File: src/rtl/mem_port_arbiter_if.sv
// mem_port_arbiter_if: all request/response signals between the two
// requesting ports, the arbiter and the memory, kept in one bundle.
//   Port 0 (instruction fetch, read-only): if_req_i, if_addr_i / if_gnt_o,
//     if_rvalid_o, if_rdata_o
//   Port 1 (data, read/write): d_req_i, d_we_i, d_addr_i, d_wdata_i,
//     d_wstrb_i / d_gnt_o, d_rvalid_o, d_rdata_o
//   Memory side: mem_req_o, mem_we_o, mem_addr_o, mem_wdata_o, mem_wstrb_o /
//     mem_gnt_i, mem_rvalid_i, mem_rdata_i
//   Status: err_o (sticky unexpected-read-data flag)
// Modports: slave = the arbiter's view, master = the view of whatever drives
// the ports and models the memory.
//
// Handshake: a port raises req with its fields and holds all of them stable
// until the cycle its gnt is 1; that cycle is the transfer. The memory sees
// the same rule on mem_req_o/mem_gnt_i. Read data returns as a one-cycle
// rvalid pulse with rdata valid in that same cycle; there is no back-pressure
// on read data.
interface mem_port_arbiter_if #(
  parameter int ADDR_W = 32,
  parameter int DATA_W = 128
);
  localparam int STRB_W = DATA_W / 8;

  logic              if_req_i;
  logic [ADDR_W-1:0] if_addr_i;
  logic              if_gnt_o;
  logic              if_rvalid_o;
  logic [DATA_W-1:0] if_rdata_o;

  logic              d_req_i;
  logic              d_we_i;
  logic [ADDR_W-1:0] d_addr_i;
  logic [DATA_W-1:0] d_wdata_i;
  logic [STRB_W-1:0] d_wstrb_i;
  logic              d_gnt_o;
  logic              d_rvalid_o;
  logic [DATA_W-1:0] d_rdata_o;

  logic              mem_req_o;
  logic              mem_we_o;
  logic [ADDR_W-1:0] mem_addr_o;
  logic [DATA_W-1:0] mem_wdata_o;
  logic [STRB_W-1:0] mem_wstrb_o;
  logic              mem_gnt_i;
  logic              mem_rvalid_i;
  logic [DATA_W-1:0] mem_rdata_i;

  logic              err_o;

  modport slave (
    input  if_req_i, if_addr_i,
    input  d_req_i, d_we_i, d_addr_i, d_wdata_i, d_wstrb_i,
    input  mem_gnt_i, mem_rvalid_i, mem_rdata_i,
    output if_gnt_o, if_rvalid_o, if_rdata_o,
    output d_gnt_o, d_rvalid_o, d_rdata_o,
    output mem_req_o, mem_we_o, mem_addr_o, mem_wdata_o, mem_wstrb_o,
    output err_o
  );

  modport master (
    output if_req_i, if_addr_i,
    output d_req_i, d_we_i, d_addr_i, d_wdata_i, d_wstrb_i,
    output mem_gnt_i, mem_rvalid_i, mem_rdata_i,
    input  if_gnt_o, if_rvalid_o, if_rdata_o,
    input  d_gnt_o, d_rvalid_o, d_rdata_o,
    input  mem_req_o, mem_we_o, mem_addr_o, mem_wdata_o, mem_wstrb_o,
    input  err_o
  );
endinterface

File: src/rtl/mem_port_arbiter.sv
// mem_port_arbiter: shares one memory port between an instruction-fetch
// read port (port 0) and a read/write data port (port 1). One memory
// transaction is outstanding at a time; the request to memory is registered.
//
// Ports:
//   clk_i        single clock
//   rst_ni       asynchronous active-low reset
//   bus          mem_port_arbiter_if.slave (port 0, port 1, memory, err_o)
//   dbg_state_o  current FSM state (0 IDLE, 1 REQ, 2 WAIT_RD)
//
// Configuration macro ARB_ROUND_ROBIN_EN: when defined, contention goes to
// the port that was not granted last. When undefined, the data port always
// wins contention and no pointer register exists.
module mem_port_arbiter #(
  parameter int ADDR_W = 32,
  parameter int DATA_W = 128
) (
  input  logic                 clk_i,
  input  logic                 rst_ni,
  mem_port_arbiter_if.slave    bus,
  output logic [1:0]           dbg_state_o
);
  localparam int STRB_W = DATA_W / 8;

  typedef enum logic [1:0] {
    S_IDLE    = 2'd0,
    S_REQ     = 2'd1,
    S_WAIT_RD = 2'd2
  } state_e;

  state_e            state_q, state_d;
  logic              owner_q;     // 0: instruction port, 1: data port
  logic              mem_req_q;
  logic              mem_we_q;
  logic [ADDR_W-1:0] mem_addr_q;
  logic [DATA_W-1:0] mem_wdata_q;
  logic [STRB_W-1:0] mem_wstrb_q;
  logic              err_q;

  logic any_req;
  logic win_d;      // arbitration result: 1 selects the data port
  logic gnt_hit;    // memory accepts the outstanding request this cycle
  logic rd_done;    // read data for the owner arrives this cycle

  // Arbitration
`ifdef ARB_ROUND_ROBIN_EN
  logic last_q;     // port granted most recently
  assign win_d = bus.d_req_i && (!bus.if_req_i || !last_q);
`else
  assign win_d = bus.d_req_i;
`endif

  always_comb begin
    any_req = bus.if_req_i || bus.d_req_i;
    gnt_hit = (state_q == S_REQ) && bus.mem_gnt_i;
    // Read data is accepted in WAIT_RD, or in the grant cycle of a read when
    // the memory answers at once. Anything else is unexpected.
    rd_done = bus.mem_rvalid_i &&
              ((state_q == S_WAIT_RD) || (gnt_hit && !mem_we_q));
  end

  // State register and registered memory request
  always_ff @(posedge clk_i or negedge rst_ni) begin
    if (!rst_ni) begin
      state_q     <= S_IDLE;
      owner_q     <= 1'b0;
      mem_req_q   <= 1'b0;
      mem_we_q    <= 1'b0;
      mem_addr_q  <= '0;
      mem_wdata_q <= '0;
      mem_wstrb_q <= '0;
      err_q       <= 1'b0;
`ifdef ARB_ROUND_ROBIN_EN
      last_q      <= 1'b0;
`endif
    end else begin
      state_q   <= state_d;
      mem_req_q <= (state_d == S_REQ);
      // Fields are captured only on arbitration; they stay frozen through
      // REQ so the memory sees a stable request.
      if ((state_q == S_IDLE) && any_req) begin
        owner_q     <= win_d;
        mem_we_q    <= win_d ? bus.d_we_i : 1'b0;
        mem_addr_q  <= win_d ? bus.d_addr_i : bus.if_addr_i;
        mem_wdata_q <= win_d ? bus.d_wdata_i : '0;
        mem_wstrb_q <= win_d ? bus.d_wstrb_i : '0;
      end
      if (bus.mem_rvalid_i && !rd_done) begin
        err_q <= 1'b1;
      end
`ifdef ARB_ROUND_ROBIN_EN
      if (gnt_hit) begin
        last_q <= owner_q;
      end
`endif
    end
  end

  // Next-state logic
  always_comb begin
    state_d = state_q;
    case (state_q)
      S_IDLE: begin
        if (any_req) state_d = S_REQ;
      end
      S_REQ: begin
        if (gnt_hit) begin
          if (mem_we_q || rd_done) state_d = S_IDLE;
          else                     state_d = S_WAIT_RD;
        end
      end
      S_WAIT_RD: begin
        if (rd_done) state_d = S_IDLE;
      end
      default: state_d = S_IDLE;
    endcase
  end

  // Output logic
  logic              if_gnt, d_gnt, if_rvalid, d_rvalid;
  logic [DATA_W-1:0] if_rdata, d_rdata;

  always_comb begin
    if_gnt    = gnt_hit && !owner_q;
    d_gnt     = gnt_hit && owner_q;
    if_rvalid = rd_done && !owner_q;
    d_rvalid  = rd_done && owner_q;
    if_rdata  = if_rvalid ? bus.mem_rdata_i : '0;
    d_rdata   = d_rvalid ? bus.mem_rdata_i : '0;
  end

  assign bus.if_gnt_o    = if_gnt;
  assign bus.d_gnt_o     = d_gnt;
  assign bus.if_rvalid_o = if_rvalid;
  assign bus.d_rvalid_o  = d_rvalid;
  assign bus.if_rdata_o  = if_rdata;
  assign bus.d_rdata_o   = d_rdata;
  assign bus.mem_req_o   = mem_req_q;
  assign bus.mem_we_o    = mem_we_q;
  assign bus.mem_addr_o  = mem_addr_q;
  assign bus.mem_wdata_o = mem_wdata_q;
  assign bus.mem_wstrb_o = mem_wstrb_q;
  assign bus.err_o       = err_q;
  assign dbg_state_o     = state_q;
endmodule

File: src/flat_wrapper.sv
// flat-port wrapper written by rule: the top's interface ports become plain ports
module mem_port_arbiter_flat 
#(
  parameter int ADDR_W = 32,
  parameter int DATA_W = 128
)
  (clk_i, rst_ni, dbg_state_o, bus_if_req_i, bus_if_addr_i, bus_d_req_i, bus_d_we_i, bus_d_addr_i, bus_d_wdata_i, bus_d_wstrb_i, bus_mem_gnt_i, bus_mem_rvalid_i, bus_mem_rdata_i, bus_if_gnt_o, bus_if_rvalid_o, bus_if_rdata_o, bus_d_gnt_o, bus_d_rvalid_o, bus_d_rdata_o, bus_mem_req_o, bus_mem_we_o, bus_mem_addr_o, bus_mem_wdata_o, bus_mem_wstrb_o, bus_err_o);
  mem_port_arbiter_if #(.ADDR_W(ADDR_W), .DATA_W(DATA_W)) bus_i ();
  input  logic clk_i;
  input  logic rst_ni;
  output logic [1:0] dbg_state_o;
  input wire logic [$bits(bus_i.if_req_i)-1:0] bus_if_req_i;
  input wire logic [$bits(bus_i.if_addr_i)-1:0] bus_if_addr_i;
  input wire logic [$bits(bus_i.d_req_i)-1:0] bus_d_req_i;
  input wire logic [$bits(bus_i.d_we_i)-1:0] bus_d_we_i;
  input wire logic [$bits(bus_i.d_addr_i)-1:0] bus_d_addr_i;
  input wire logic [$bits(bus_i.d_wdata_i)-1:0] bus_d_wdata_i;
  input wire logic [$bits(bus_i.d_wstrb_i)-1:0] bus_d_wstrb_i;
  input wire logic [$bits(bus_i.mem_gnt_i)-1:0] bus_mem_gnt_i;
  input wire logic [$bits(bus_i.mem_rvalid_i)-1:0] bus_mem_rvalid_i;
  input wire logic [$bits(bus_i.mem_rdata_i)-1:0] bus_mem_rdata_i;
  output wire logic [$bits(bus_i.if_gnt_o)-1:0] bus_if_gnt_o;
  output wire logic [$bits(bus_i.if_rvalid_o)-1:0] bus_if_rvalid_o;
  output wire logic [$bits(bus_i.if_rdata_o)-1:0] bus_if_rdata_o;
  output wire logic [$bits(bus_i.d_gnt_o)-1:0] bus_d_gnt_o;
  output wire logic [$bits(bus_i.d_rvalid_o)-1:0] bus_d_rvalid_o;
  output wire logic [$bits(bus_i.d_rdata_o)-1:0] bus_d_rdata_o;
  output wire logic [$bits(bus_i.mem_req_o)-1:0] bus_mem_req_o;
  output wire logic [$bits(bus_i.mem_we_o)-1:0] bus_mem_we_o;
  output wire logic [$bits(bus_i.mem_addr_o)-1:0] bus_mem_addr_o;
  output wire logic [$bits(bus_i.mem_wdata_o)-1:0] bus_mem_wdata_o;
  output wire logic [$bits(bus_i.mem_wstrb_o)-1:0] bus_mem_wstrb_o;
  output wire logic [$bits(bus_i.err_o)-1:0] bus_err_o;
  assign bus_i.if_req_i = bus_if_req_i;
  assign bus_i.if_addr_i = bus_if_addr_i;
  assign bus_i.d_req_i = bus_d_req_i;
  assign bus_i.d_we_i = bus_d_we_i;
  assign bus_i.d_addr_i = bus_d_addr_i;
  assign bus_i.d_wdata_i = bus_d_wdata_i;
  assign bus_i.d_wstrb_i = bus_d_wstrb_i;
  assign bus_i.mem_gnt_i = bus_mem_gnt_i;
  assign bus_i.mem_rvalid_i = bus_mem_rvalid_i;
  assign bus_i.mem_rdata_i = bus_mem_rdata_i;
  assign bus_if_gnt_o = bus_i.if_gnt_o;
  assign bus_if_rvalid_o = bus_i.if_rvalid_o;
  assign bus_if_rdata_o = bus_i.if_rdata_o;
  assign bus_d_gnt_o = bus_i.d_gnt_o;
  assign bus_d_rvalid_o = bus_i.d_rvalid_o;
  assign bus_d_rdata_o = bus_i.d_rdata_o;
  assign bus_mem_req_o = bus_i.mem_req_o;
  assign bus_mem_we_o = bus_i.mem_we_o;
  assign bus_mem_addr_o = bus_i.mem_addr_o;
  assign bus_mem_wdata_o = bus_i.mem_wdata_o;
  assign bus_mem_wstrb_o = bus_i.mem_wstrb_o;
  assign bus_err_o = bus_i.err_o;
  mem_port_arbiter #(.ADDR_W(ADDR_W), .DATA_W(DATA_W)) u_core (.clk_i(clk_i), .rst_ni(rst_ni), .bus(bus_i), .dbg_state_o(dbg_state_o));
endmodule
File: config.mk
export PLATFORM = sky130hd
export DESIGN_NAME = mem_port_arbiter_flat
export DESIGN_NICKNAME = d
export VERILOG_FILES = /design/src/rtl/mem_port_arbiter_if.sv /design/src/rtl/mem_port_arbiter.sv /design/src/flat_wrapper.sv
export SDC_FILE = /design/constraint.sdc
export NUM_CORES = 1
export LEC_CHECK = 0
export CAP_MARGIN = 20
export CORE_AREA = 2 2 309 311
export DETAILED_ROUTE_END_ITERATION = 8
export DIE_AREA = 0 0 311 313
export PLACE_DENSITY = 0.33
export SLEW_MARGIN = 20
export SYNTH_ARGS = -nofsm -noshare
export SYNTH_HDL_FRONTEND = slang
export SYNTH_SLANG_ARGS = --single-unit
File: constraint.sdc
create_clock -name clk_i -period 4.82 [get_ports clk_i]
set_input_delay 1.205 -clock clk_i [delete_from_list [all_inputs] [get_ports clk_i]]
set_output_delay 1.205 -clock clk_i [all_outputs]
set_load 0.02 [all_outputs]
# Word-level counts from Yosys, hierarchy flattened
# Cells that the tools add are included.
[totals] ff_bits=182 inputBits=343 elab_cells=38
[op_classes] n_eq_ne=3 mux=11 reduce_logical=16
[ops] operator="$mux W128" count=3
[ops] operator="$mux W32" count=1
[ops] operator="$mux W16" count=1
[ops] operator="$logic_and A1 B1 Y1" count=9
[ops] operator="$mux W2" count=4
[ops] operator="$pmux W2 S3" count=1
[ops] operator="$eq A2 B1 Y1 const B" count=2
[ops] operator="$logic_not A1 Y1" count=3
[ops] operator="$logic_or A1 B1 Y1" count=3
[ops] operator="$eq A2 B2 Y1 const B" count=1
[ops] operator="$logic_not A2 Y1" count=1
[ops] operator="$mux W1" count=1

# Depth between registers and ports, before layout
# Gate-level depths: netlist of the first run.
[depth] depth_word=10 depth_mapped=5 depth_no_buf=3

# Worst setup path before layout of the first run
# No wires, ideal clock.
[synth_path] path_kind="input-to-output" startpoint="in bus_mem_rvalid_i" endpoint="out bus_d_rdata_o[111]" t_arrival_ns=2.218 path_slack_ns=1.397 cell_stages=5 path_buffers=3 cell_sequence="clkbuf_1 buf_2 buf_1 nand2_1 nor2_1"
[synth_between] elab_chain_len=3
[synth_lines] element="start: declaration" line_no="flat_wrapper.sv:20" rtl="input wire logic [$bits(bus_i.mem_rvalid_i)-1:0] bus_mem_rvalid_i;"
[synth_lines] element="$logic_and A1 B1 Y1" line_no="mem_port_arbiter.sv:58" rtl="rd_done = bus.mem_rvalid_i &&"
[synth_lines] element="$logic_and A1 B1 Y1" line_no="mem_port_arbiter.sv:127" rtl="d_rvalid = rd_done && owner_q;"
[synth_lines] element="$mux W128" line_no="mem_port_arbiter.sv:129" rtl="d_rdata = d_rvalid ? bus.mem_rdata_i : '0;"
[synth_lines] element="end: declaration" line_no="flat_wrapper.sv:27" rtl="output wire logic [$bits(bus_i.d_rdata_o)-1:0] bus_d_rdata_o;"
# No other way between the ends.

# Worst setup path after layout of the first run
[layout_path] startpoint="in bus_mem_gnt_i" endpoint="out bus_if_rdata_o[51]"
[layout_between] elab_chain_len=6
[layout_lines] element="start: declaration" line_no="flat_wrapper.sv:19" rtl="input wire logic [$bits(bus_i.mem_gnt_i)-1:0] bus_mem_gnt_i;"
[layout_lines] element="$logic_and A1 B1 Y1" line_no="mem_port_arbiter.sv:55" rtl="gnt_hit = (state_q == S_REQ) && bus.mem_gnt_i;"
[layout_lines] element="$logic_and A1 B1 Y1" line_no="mem_port_arbiter.sv:59" rtl="((state_q == S_WAIT_RD) || (gnt_hit && !mem_we_q));"
[layout_lines] element="$logic_or A1 B1 Y1" line_no="mem_port_arbiter.sv:59"
[layout_lines] element="$logic_and A1 B1 Y1" line_no="mem_port_arbiter.sv:58"
[layout_lines] element="$logic_and A1 B1 Y1" line_no="mem_port_arbiter.sv:126" rtl="if_rvalid = rd_done && !owner_q;"
[layout_lines] element="$mux W128" line_no="mem_port_arbiter.sv:128" rtl="if_rdata = if_rvalid ? bus.mem_rdata_i : '0;"
[layout_lines] element="end: declaration" line_no="flat_wrapper.sv:24" rtl="output wire logic [$bits(bus_i.if_rdata_o)-1:0] bus_if_rdata_o;"
# No other way between the ends.

==> results of run 1 <==
## registers in the layout (all words and copies together), names as in the netlist
register,count
u_core.bus.mem_wdata_o,128
u_core.bus.mem_addr_o,32
u_core.bus.mem_wstrb_o,16
u_core.dbg_state_o,2
u_core.bus.err_o,1
u_core.bus.mem_req_o,1
u_core.bus.mem_we_o,1
u_core.owner_q,1
## kinds of logic after synthesis
family          synth area share [%]
compound gates                 15.48
buf+inv                        5.397
flops                          53.10
mux                            8.403
simple gates                   17.62
## through the flow
step	std cells	total power [uW]	worst slack (ns)	utilization, %	hold WS [ns]
global placement	2869	7832	0.1351	18.92	0.4464
detailed placement	2869	7817	0.05815	18.92	0.4486
floorplan	876	5057	1.397	-	0.4972
finish	2903	9070	0.04973	19.50	0.4652
global route	2901	9575	0.01352	19.50	0.4946
CTS	2901	9276	0.04606	19.50	0.4647
## final cells by class
type	instances	area [um2]	area share [%]
Timing Repair Buffer	810	8092	44.06
Sequential cell	182	4554	24.80
Multi-Input combinational cell	611	3581	19.50
Tap cell	1265	1583	8.618
Clock buffer	24	481.7	2.623
Clock inverter	8	66.31	0.3611
Antenna cell	2	5.005	0.02725
Inverter	1	3.754	0.02044
## path summary, 6_finish.rpt
check                                           startpoint                                      end  slack (ns)  cells past startpoint
setup / recovery                             bus_mem_gnt_i                       bus_if_rdata_o[51]        0.05                      7
hold / removal                u_core.bus.err_o$_DFFE_PN0P_             u_core.bus.err_o$_DFFE_PN0P_        0.47                      1
setup reg to reg           u_core.dbg_state_o[0]$_DFF_PN0_   u_core.bus.mem_wdata_o[61]$_DFFE_PN0P_        2.94                      5
hold reg to reg               u_core.bus.err_o$_DFFE_PN0P_             u_core.bus.err_o$_DFFE_PN0P_        0.47                      1
max in group asynchronous                           rst_ni   u_core.bus.mem_wdata_o[71]$_DFFE_PN0P_        2.95                      2
min in group asynchronous                           rst_ni  u_core.bus.mem_wdata_o[126]$_DFFE_PN0P_        0.79                      1
## per-layer routing
metal	part of all wire (%)	global-route usage [%]	wire [um]	vias up
li1	-	-	-	4447
met3	8.5	4.658	5257	50
met4	1.4	2.833	851	10
met2	53	22.82	32640	490
met5	0.11	0	69	-
met1	37	13.04	23060	4727
## power groups by stage
stage / Combinational, uW / Sequential, uW / Clock (uW)
finish: 5090 / 2600 / 1380
global route: 5390 / 2690 / 1500
CTS: 5210 / 2620 / 1450
detailed placement: 5210 / 2610 / 0
global placement: 5210 / 2620 / 0
floorplan: 1710 / 3350 / 0
## cells in the mapped netlist
library cell / count
sky130_fd_sc_hd__nor3b_1: 1
sky130_fd_sc_hd__mux2_2: 64
sky130_fd_sc_hd__buf_1: 3
sky130_fd_sc_hd__o21ai_1: 1
sky130_fd_sc_hd__o21ai_0: 2
sky130_fd_sc_hd__nor2b_1: 1
sky130_fd_sc_hd__a22o_1: 145
sky130_fd_sc_hd__clkbuf_1: 15
sky130_fd_sc_hd__nand2_1: 128
sky130_fd_sc_hd__o21ai_4: 1
sky130_fd_sc_hd__nor2_1: 260
sky130_fd_sc_hd__nand2b_1: 1
sky130_fd_sc_hd__and4b_1: 1
sky130_fd_sc_hd__o21bai_2: 1
sky130_fd_sc_hd__buf_6: 3
sky130_fd_sc_hd__and2_1: 1
sky130_fd_sc_hd__nor2_2: 1
sky130_fd_sc_hd__buf_2: 40
sky130_fd_sc_hd__inv_1: 1
sky130_fd_sc_hd__dfrtp_1: 182
sky130_fd_sc_hd__a21o_1: 2
sky130_fd_sc_hd__buf_4: 21
sky130_fd_sc_hd__and4bb_1: 1
==> results.md, run 1 <==
* Unrepaired setup endpoints after global routing: false
* Area after DPL at 17,810 um2
* Post-route cell area at 18,370 um2
* Biggest fanout along the worst timing path at 118
* Most frequent cells in the layout: sky130_fd_sc_hd__clkdlybuf4s50_1 (761), sky130_fd_sc_hd__nor2_1 (260), sky130_fd_sc_hd__dfrtp_1 (182)
* Leakage power figure at 0.007102 uW
* Required @ worst endpoint at 3.62 ns
* Detailed Routing Iterations Pass 1 at 5
* Remaining number of nets flagged by the antenna check after routing at 0
* Combinational group share of total power at 56.1%
* Pin slew with the least headroom to its limit at 0.7600 ns
* Layout net count at 1,966
* Count of final setup violators at 0
* Grt ovf at 0
* Number of DRC violations after detailed routing at 0
* Top cell family by delay on the critical path: buffers and inverters
* Final-report max-slew violation count at 0
* Number of flip-flops and latches in the synthesized netlist at 182
* Kind of critical path: primary input to primary output
* Number of clock buffers inserted by TritonCTS at 17
* Overall die width at 311 um
* Setup tns final at 0 ns
* Synth top area share at 53.10%
* Hpwl dp at 51.86 mm
* Insertion delay of the later-clocked pin in the worst-skew pair at 0.47 ns
* Dominant cell type by area after synthesis: sky130_fd_sc_hd__dfrtp_1
* Syn. warnings at 0
* Shortest clock period the worst path allows after layout at 4.770 ns
* Initial core utilization at 9.109%
* Number of post-CTS setup repair buffers at 0
* Weighted congestion reported at the end of routability-driven placement at 0.8570
* Area of the mapped netlist at 8577 um2
* Count of buffer and inverter cells on the critical path at 4
* Critical path arrival at 3.57 ns
* Number of max-cap violations at 0
* Largest net degree at the start of global routing at 119
* Post-synthesis sequential area ratio at 53.10%
* Layout Skew at 0.01217 ns
* Synth-to-layout area growth at 114.1%
* Post-synthesis area per instance at 9.791 um2
* CP cell instances: clkdlybuf4s50_1 -> and4bb_1 -> buf_4 -> o21bai_4 -> buf_12 -> nor2_1 -> clkdlybuf4s50_1
* Synth area leaders: sky130_fd_sc_hd__dfrtp_1 (53%), sky130_fd_sc_hd__a22o_1 (15%), sky130_fd_sc_hd__nor2_1 (11%)
* Seq pwr share at 28.7%
* Largest vdd supply drop at 0.2436 mV
* Number of standard cells after synthesis at 876
* P_sw at 3765 uW
* DR iter-0 viols at 408
* Clock-pin slew on the worst setup and hold paths at 0.07 ns
* Critical Path Max Stage Delay at 0.70 ns
* Buffers from clock root to sink, at most at 2
* Unique masters post-synth at 23
* Total of fill cells in the finished design at 10,460
* Die Y-Extent at 313 um
* Core Box Area at 94,160 um2
* Peak clock frequency supported by timing at 0.2096 GHz
* Clock sinks at 182
* Syn_nets at 1,219
* Via count of the first global-routing pass at 10,410
* Share of layout cells above drive strength 1 at 8.924%
* Slowest cell on the critical path: sky130_fd_sc_hd__clkdlybuf4s50_1
* Ports placed on the boundary at 784
* Total number of vias at 9,724
* GRT Overall Usage at 12.28%
* Power density cells at 493.8 nW/um2
* Status: complete, no violations
* Cell internal power dissipation at 5305 uW
* Kind of end point of the critical path: primary output
* Antenna violations before repair at 10
* Row count at 113
* Crit-path most repeated cell: sky130_fd_sc_hd__clkdlybuf4s50_1
* Startpoint types: primary input
* Quantity of hold-fixing buffers added after cts at 0
* Switching share of power at 41.51%
* Number of hold violations in the final report at 0
* Wirelength per Cell at 21.32 um
* Clock network power share at 15.2%
* Post-CTS Resized at 0
* Total detailed-routing wirelength at 61.88 mm
* Most common cell after layout, fill and taps aside: sky130_fd_sc_hd__clkdlybuf4s50_1
* Via count normalized by instance count at 3.350
* Root buffer cell: sky130_fd_sc_hd__clkbuf_16
* Class of the tightest hold or removal check: flop to flop
* Maximum level of the CTS H-tree at 4
* Area of the die at 97,340 um2
* Relative slew slack at 49.34%
* CTS tree: done
* Share of the cycle needed by the critical path after routing at 98.97%
* Global-route wire length before repair at 84.81 mm
* Buffers on Ports at 783
Power figures use the tool's default switching activity.
==> inputs of run 2 (changes only) <==
--- a/config.mk
+++ b/config.mk
@@ -5,7 +5,7 @@
 export SDC_FILE = /design/constraint.sdc
 export NUM_CORES = 1
 export LEC_CHECK = 0
-export CAP_MARGIN = 20
+export CAP_MARGIN = 40
 export CORE_AREA = 2 2 309 311
 export DETAILED_ROUTE_END_ITERATION = 8
 export DIE_AREA = 0 0 311 313
==> results.md, run 2 (synthesis results as in run 1) <==
* Status: complete, no violations (unchanged)
* Largest vdd supply drop at 0.2440 mV (was 0.2436 mV)
* Register-to-register path setup slack at 2.96 ns (was 2.94 ns)
* Reg-to-Reg End: u_core.bus.mem_wdata_o[46]$_DFFE_PN0P_ (was u_core.bus.mem_wdata_o[61]$_DFFE_PN0P_)
* Count of final setup violators at 0 (unchanged)
* Total number of vias at 9,712 (was 9,724)
* Class of the tightest hold or removal check: flop to flop (unchanged)
* Wirelength per Cell at 21.29 um (was 21.32 um)
* Detailed Routing Iterations Pass 1 at 4 (was 5)
* Capture endpoint of the worst hold path: u_core.bus.err_o$_DFFE_PN0P_ (unchanged)
* Number of flip-flops in the largest register at 128 (unchanged)
* Total power at 9070 uW (about the same)
* CTS tree: done (unchanged)
* Critical Path Max Stage Delay at 0.70 ns (about the same)
* Clock sinks at 182 (unchanged)
* Number of cell instances on the worst register-to-register path at 4 (was 5)
* Via count normalized by instance count at 3.344 (was 3.350)
* Slowest cell on the critical path: sky130_fd_sc_hd__clkdlybuf4s50_1 (unchanged)
* Ports placed on the boundary at 784 (unchanged)
* Kind of end point of the critical path: primary output (unchanged)
* Number of clock buffers inserted by TritonCTS at 17 (unchanged)
* Maximum level of the CTS H-tree at 4 (unchanged)
* Met2 WL at 32.65 mm (was 32.64 mm)
* GRT Overall Usage at 12.28% (unchanged)
* Top routing layer used: met5 (unchanged)
* Setup tns final at 0 ns (unchanged)
* Number of max-cap violations at 0 (unchanged)
* Crit-path most repeated cell: sky130_fd_sc_hd__clkdlybuf4s50_1 (unchanged)
* Post-CTS Resized at 0 (unchanged)
* Share of layout cells above drive strength 1 at 8.980% (was 8.924%)
* Area of the die at 97,340 um2 (unchanged)
* Synth-to-layout area growth at 114.5% (was 114.1%)
* Root buffer cell: sky130_fd_sc_hd__clkbuf_16 (unchanged)
* Grt ovf at 0 (unchanged)
* Number of cells traversed by the worst hold path at 1 (unchanged)
* Non-Filler Instances at 2,904 (was 2,903)
* Weighted congestion reported at the end of routability-driven placement at 0.8570 (unchanged)
* Number of post-CTS setup repair buffers at 0 (unchanged)
* Die Y-Extent at 313 um (unchanged)
* Remaining number of nets flagged by the antenna check after routing at 0 (unchanged)
* Unrepaired setup endpoints after global routing: false (unchanged)
* Total detailed-routing wirelength at 61.82 mm (was 61.88 mm)
* Clock-pin slew on the worst setup and hold paths at 0.07 ns (about the same)
* Global-route wire length before repair at 84.81 mm (unchanged)
* Peak clock frequency supported by timing at 0.2094 GHz (was 0.2096 GHz)
* Startpoint types: primary input (unchanged)
* DR iter-0 viols at 463 (was 408)
* Insertion delay of the later-clocked pin in the worst-skew pair at 0.47 ns (about the same)
* CP cell instances: clkdlybuf4s50_1 -> and4bb_1 -> buf_4 -> o21bai_4 -> buf_12 -> nor2_1 -> clkdlybuf4s50_1 (unchanged)
* Beginning of the worst register-to-register path: u_core.dbg_state_o[0]$_DFF_PN0_ (unchanged)
* Total of fill cells in the finished design at 10,460 (about the same)
* Shortest clock period the worst path allows after layout at 4.776 ns (was 4.770 ns)
* Total met3 wirelength after detailed routing at 5.325 mm (was 5.257 mm)
* Largest net degree at the start of global routing at 119 (unchanged)
* Via count of the first global-routing pass at 10,410 (unchanged)
* Most common cell after layout, fill and taps aside: sky130_fd_sc_hd__clkdlybuf4s50_1 (unchanged)
* Core Box Area at 94,160 um2 (unchanged)
* Placed instance count at 2,869 (unchanged)
* Buffers from clock root to sink, at most at 2 (unchanged)
* Startpoint of the tightest hold check path: u_core.bus.err_o$_DFFE_PN0P_ (unchanged)
* Pin slew with the least headroom to its limit at 0.7366 ns (was 0.7600 ns)
* Hpwl dp at 51.86 mm (unchanged)
* Overall die width at 311 um (unchanged)
* Layout net count at 1,967 (was 1,966)
* Power density cells at 493.1 nW/um2 (was 493.8 nW/um2)
* Layout Skew at 0.01217 ns (about the same)
* Hold slack at 0.4652 ns (about the same)
* Most frequent cells in the layout: sky130_fd_sc_hd__clkdlybuf4s50_1 (761), sky130_fd_sc_hd__nor2_1 (260), sky130_fd_sc_hd__dfrtp_1 (182) (unchanged)
* Final-report max-slew violation count at 0 (unchanged)
* Share of the cycle needed by the critical path after routing at 99.08% (was 98.97%)
* Biggest fanout along the worst timing path at 118 (unchanged)
* Relative slew slack at 50.89% (was 49.34%)
* Row count at 113 (unchanged)
* Number of DRC violations after detailed routing at 0 (unchanged)
* Count of buffer and inverter cells on the critical path at 4 (unchanged)
* Initial core utilization at 9.109% (unchanged)
* Buffers on Ports at 783 (unchanged)
* Antenna violations before repair at 10 (unchanged)
* Top cell family by delay on the critical path: buffers and inverters (unchanged)
* Met1 wire length at 22.93 mm (was 23.06 mm)
* Leakage power figure at 0.007115 uW (was 0.007102 uW)
* Critical path arrival at 3.57 ns (about the same)
* Required @ worst endpoint at 3.62 ns (about the same)
* Number of hold violations in the final report at 0 (unchanged)
* Kind of critical path: primary input to primary output (unchanged)
## run 2: final cells by class
cell class                 count  area [um2]  share of cell area, %
inverter                       1       3.754                0.02041
multi-input combinational    611        3581                  19.47
antenna                        2       5.005                0.02721
tap                         1265        1583                  8.605
clock inverter                 8       66.31                 0.3605
timing repair buffer         811        8119                  44.14
sequential                   182        4554                  24.76
clock buffer                  24       481.7                  2.619
## run 2: metal layers
layer | global-route usage, % | vias to the layer above
li1 | - | 4450
met5 | 0 | -
met2 | 22.82 | 492
met4 | 2.833 | 10
met3 | 4.658 | 49
met1 | 13.04 | 4711
## run 2: metrics by stage
step                instance area, um2  setup slack (ns)  utilization (%)
detailed placement               17810           0.05815            18.92
global route                     18390           0.01352            19.53
floorplan                         8577             1.397                -
CTS                              18360           0.04606            19.50
global placement                 17810            0.1351            18.92
finish                           18390           0.04448            19.53
## run 2: worst register-to-register path, cell delays in order, from the launching register on
cell                      delay (ns)
sky130_fd_sc_hd__dfrtp_1        0.48
sky130_fd_sc_hd__nor2_2         0.19
sky130_fd_sc_hd__and2_4         0.48
sky130_fd_sc_hd__buf_12         0.38
sky130_fd_sc_hd__a22o_1         0.28
## run 2: timing repair
action | in CTS | in global routing
hold buffers | 0 | 0
setup endpoints to repair | 0 | 2
endpoints found under the hold margin | 0 | 0
## run 2: worst max path at each step
stage | from | slack, ns | depth (start not counted) | endpoint
finish | bus_mem_gnt_i | 0.04 | 7 | bus_if_rdata_o[51]
global route | bus_mem_gnt_i | 0.01 | 6 | bus_d_rdata_o[22]
CTS | bus_mem_gnt_i | 0.05 | 6 | bus_d_rdata_o[22]
detailed placement | bus_mem_gnt_i | 0.06 | 6 | bus_d_rdata_o[22]
global placement | bus_mem_gnt_i | 0.14 | 6 | bus_d_rdata_o[13]
floorplan | bus_mem_rvalid_i | 1.40 | 5 | bus_d_rdata_o[111]
## run 2: report_power, final
| part | switching (uW) | total [uW] | internal [uW] | leakage [uW] |
|---|---|---|---|---|
| registers | 416 | 2600 | 2190 | 0.00228 |
| clock network | 667 | 1370 | 707 | 0.000258 |
| logic | 2680 | 5090 | 2410 | 0.00457 |
==> inputs of run 3 (changes only) <==
--- a/config.mk
+++ b/config.mk
@@ -10,6 +10,7 @@
 export DETAILED_ROUTE_END_ITERATION = 8
 export DIE_AREA = 0 0 311 313
 export PLACE_DENSITY = 0.33
+export SETUP_SLACK_MARGIN = 0.1
 export SLEW_MARGIN = 20
 export SYNTH_ARGS = -nofsm -noshare
 export SYNTH_HDL_FRONTEND = slang
==> results.md, run 3 (synthesis results as in run 1) <==
* Weighted congestion reported at the end of routability-driven placement at 0.8570 (unchanged)
* Clock sinks at 182 (unchanged)
* Total detailed-routing wirelength at 61.98 mm (was 61.82 mm)
* Kind of critical path: primary input to primary output (unchanged)
* Pin slew with the least headroom to its limit at 0.5773 ns (was 0.7366 ns)
* Combinational group share of total power at 56.3% (was 56.1%)
* Insertion delay of the later-clocked pin in the worst-skew pair at 0.47 ns (about the same)
* Power density cells at 492.4 nW/um2 (was 493.1 nW/um2)
* Beginning of the worst register-to-register path: u_core.dbg_state_o[0]$_DFF_PN0_ (unchanged)
* Number of cells traversed by the worst hold path at 1 (unchanged)
* Via count of the first global-routing pass at 10,410 (about the same)
* Status: complete, no violations (unchanged)
* Most common cell after layout, fill and taps aside: sky130_fd_sc_hd__clkdlybuf4s50_1 (unchanged)
* Row count at 113 (unchanged)
* Hold slack at 0.4642 ns (was 0.4652 ns)
* Unrepaired setup endpoints after global routing: false (unchanged)
* Buffers on Ports at 783 (unchanged)
* Leakage power figure at 0.007451 uW (was 0.007115 uW)
* Cell internal power dissipation at 5329 uW (was 5307 uW)
* Initial core utilization at 9.109% (unchanged)
* Seq pwr share at 28.6% (was 28.7%)
* Most frequent cells in the layout: sky130_fd_sc_hd__clkdlybuf4s50_1 (744), sky130_fd_sc_hd__nor2_1 (259), sky130_fd_sc_hd__dfrtp_1 (182) (was sky130_fd_sc_hd__clkdlybuf4s50_1 (761), sky130_fd_sc_hd__nor2_1 (260), sky130_fd_sc_hd__dfrtp_1 (182))
* Total of fill cells in the finished design at 10,460 (unchanged)
* Core Box Area at 94,160 um2 (unchanged)
* P_sw at 3775 uW (was 3763 uW)
* Total number of vias at 9,741 (was 9,712)
* Hpwl dp at 51.86 mm (unchanged)
* Clock-pin slew on the worst setup and hold paths at 0.07 ns (about the same)
* Capture endpoint of the worst hold path: u_core.bus.err_o$_DFFE_PN0P_ (unchanged)
* CTS tree: done (unchanged)
* Biggest fanout along the worst timing path at 118 (unchanged)
* Required @ worst endpoint at 3.62 ns (about the same)
* Switching share of power at 41.46% (was 41.48%)
* Setup tns final at 0 ns (unchanged)
* Detailed Routing Iterations Pass 1 at 4 (unchanged)
* Post-layout utilization of the core at 19.64% (was 19.53%)
* Overall die width at 311 um (unchanged)
* Ports placed on the boundary at 784 (unchanged)
* Final-report max-slew violation count at 0 (unchanged)
* Synth-to-layout area growth at 115.6% (was 114.5%)
* Reg-to-Reg End: u_core.bus.mem_wdata_o[71]$_DFFE_PN0P_ (was u_core.bus.mem_wdata_o[46]$_DFFE_PN0P_)
* Critical path arrival at 3.42 ns (was 3.57 ns)
* Peak clock frequency supported by timing at 0.2164 GHz (was 0.2094 GHz)
* Via count normalized by instance count at 3.350 (was 3.344)
* GRT Overall Usage at 12.29% (was 12.28%)
* Number of max-cap violations at 0 (unchanged)
* Remaining number of nets flagged by the antenna check after routing at 0 (unchanged)
* Startpoint types: primary input (unchanged)
* DR iter-0 viols at 425 (was 463)
* Number of clock buffers inserted by TritonCTS at 17 (unchanged)
* Die Y-Extent at 313 um (unchanged)
* Count of final setup violators at 0 (unchanged)
* Layout net count at 1,971 (was 1,967)
* Number of flip-flops in the largest register at 128 (unchanged)
* Antenna violations before repair at 10 (unchanged)
* Area of the die at 97,340 um2 (unchanged)
* Kind of end point of the critical path: primary output (unchanged)
* Largest net degree at the start of global routing at 119 (unchanged)
* Largest vdd supply drop at 0.2442 mV (was 0.2440 mV)
* Root buffer cell: sky130_fd_sc_hd__clkbuf_16 (unchanged)
* Share of the cycle needed by the critical path after routing at 95.87% (was 99.08%)
* Grt ovf at 0 (unchanged)
* Buffers from clock root to sink, at most at 2 (unchanged)
* Relative slew slack at 61.51% (was 50.89%)
* Number of DRC violations after detailed routing at 0 (unchanged)
* Number of cell instances on the worst register-to-register path at 5 (was 4)
* Global-route wire length before repair at 84.87 mm (was 84.81 mm)
* Number of hold violations in the final report at 0 (unchanged)
* Layout Skew at 0.01217 ns (about the same)
* Clock network power share at 15.1% (was 15.2%)
* Shortest clock period the worst path allows after layout at 4.621 ns (was 4.776 ns)
* Startpoint of the tightest hold check path: u_core.bus.err_o$_DFFE_PN0P_ (unchanged)
* Register-to-register path setup slack at 2.95 ns (was 2.96 ns)
* Wirelength per Cell at 21.31 um (was 21.29 um)
* Class of the tightest hold or removal check: flop to flop (unchanged)
* Share of layout cells above drive strength 1 at 9.263% (was 8.980%)
* Maximum level of the CTS H-tree at 4 (unchanged)
run 3: cell types whose count changed in the layout (fill, tap and decap cells not counted):
cell / previous run / this run
sky130_fd_sc_hd__clkdlybuf4s50_1: 761 / 744
sky130_fd_sc_hd__dlymetal6s2s_1: 0 / 17
sky130_fd_sc_hd__buf_4: 40 / 43
sky130_fd_sc_hd__buf_16: 1 / 2
sky130_fd_sc_hd__nor2_1: 260 / 259
sky130_fd_sc_hd__nor2_2: 1 / 2
run 3: power groups by stage:
stage                     combinational, uW  sequential (uW)  clock, uW
after floorplan                        1710             3350          0
after global placement                 5210             2620          0
after detailed placement               5210             2610          0
after CTS                              5230             2620       1450
after global routing                   5420             2690       1500
final                                  5120             2600       1380
run 3: worst max-delay path by stage:
stage | startpoint | end | slack [ns]
6_report | bus_mem_gnt_i | bus_if_rdata_o[62] | 0.20
5_1_grt | bus_mem_gnt_i | bus_if_rdata_o[54] | 0.10
4_1_cts | bus_mem_gnt_i | bus_if_rdata_o[51] | 0.14
3_5_place_dp | bus_mem_gnt_i | bus_d_rdata_o[22] | 0.06
3_3_place_gp | bus_mem_gnt_i | bus_d_rdata_o[13] | 0.14
2_1_floorplan | bus_mem_rvalid_i | bus_d_rdata_o[111] | 1.40
run 3: per-layer routing:
| layer | track usage [%] | vias to the layer above | part of all wire (%) |
|---|---|---|---|
| met5 | 0 | - | 0.11 |
| met4 | 2.833 | 10 | 1.4 |
| met3 | 4.658 | 51 | 8.6 |
| met2 | 22.83 | 486 | 53 |
| met1 | 13.06 | 4734 | 37 |
| li1 | - | 4460 | - |
run 3: final cells by class:
| cell class | count | area (um2) | share of cell area, % |
|---|---|---|---|
| multi-input combinational | 611 | 3583 | 19.38 |
| clock buffer | 24 | 481.7 | 2.605 |
| clock inverter | 8 | 66.31 | 0.3587 |
| antenna | 2 | 5.005 | 0.02707 |
| tap | 1265 | 1583 | 8.561 |
| sequential | 182 | 4554 | 24.63 |
| timing repair buffer | 815 | 8212 | 44.41 |
| inverter | 1 | 3.754 | 0.02030 |
run 3: repair_timing:
action                                  4_1_cts  5_1_grt
endpoints found under the setup margin       26       23
hold buffers                                  0        0
pin swaps                                     1        0
resized for setup                             0       19
buffers inserted                              4        0
cloned                                        0        0
run 3: per-stage QoR:
stage	total power [uW]	cells	setup slack [ns]	area, um2
after detailed placement	7817	2869	0.05815	17810
after CTS	9300	2905	0.1445	18400
after global routing	9608	2906	0.1035	18480
after global placement	7832	2869	0.1351	17810
after floorplan	5057	876	1.397	8577
final	9104	2908	0.1991	18490
run 3: worst max-delay path, cell delays in order:
cell and delay (ns):
sky130_fd_sc_hd__clkdlybuf4s50_1 0.42, sky130_fd_sc_hd__and4bb_1 0.25, sky130_fd_sc_hd__buf_4 0.16, sky130_fd_sc_hd__o21bai_4 0.18, sky130_fd_sc_hd__buf_16 0.40, sky130_fd_sc_hd__nor2_1 0.11, sky130_fd_sc_hd__clkdlybuf4s50_1 0.57
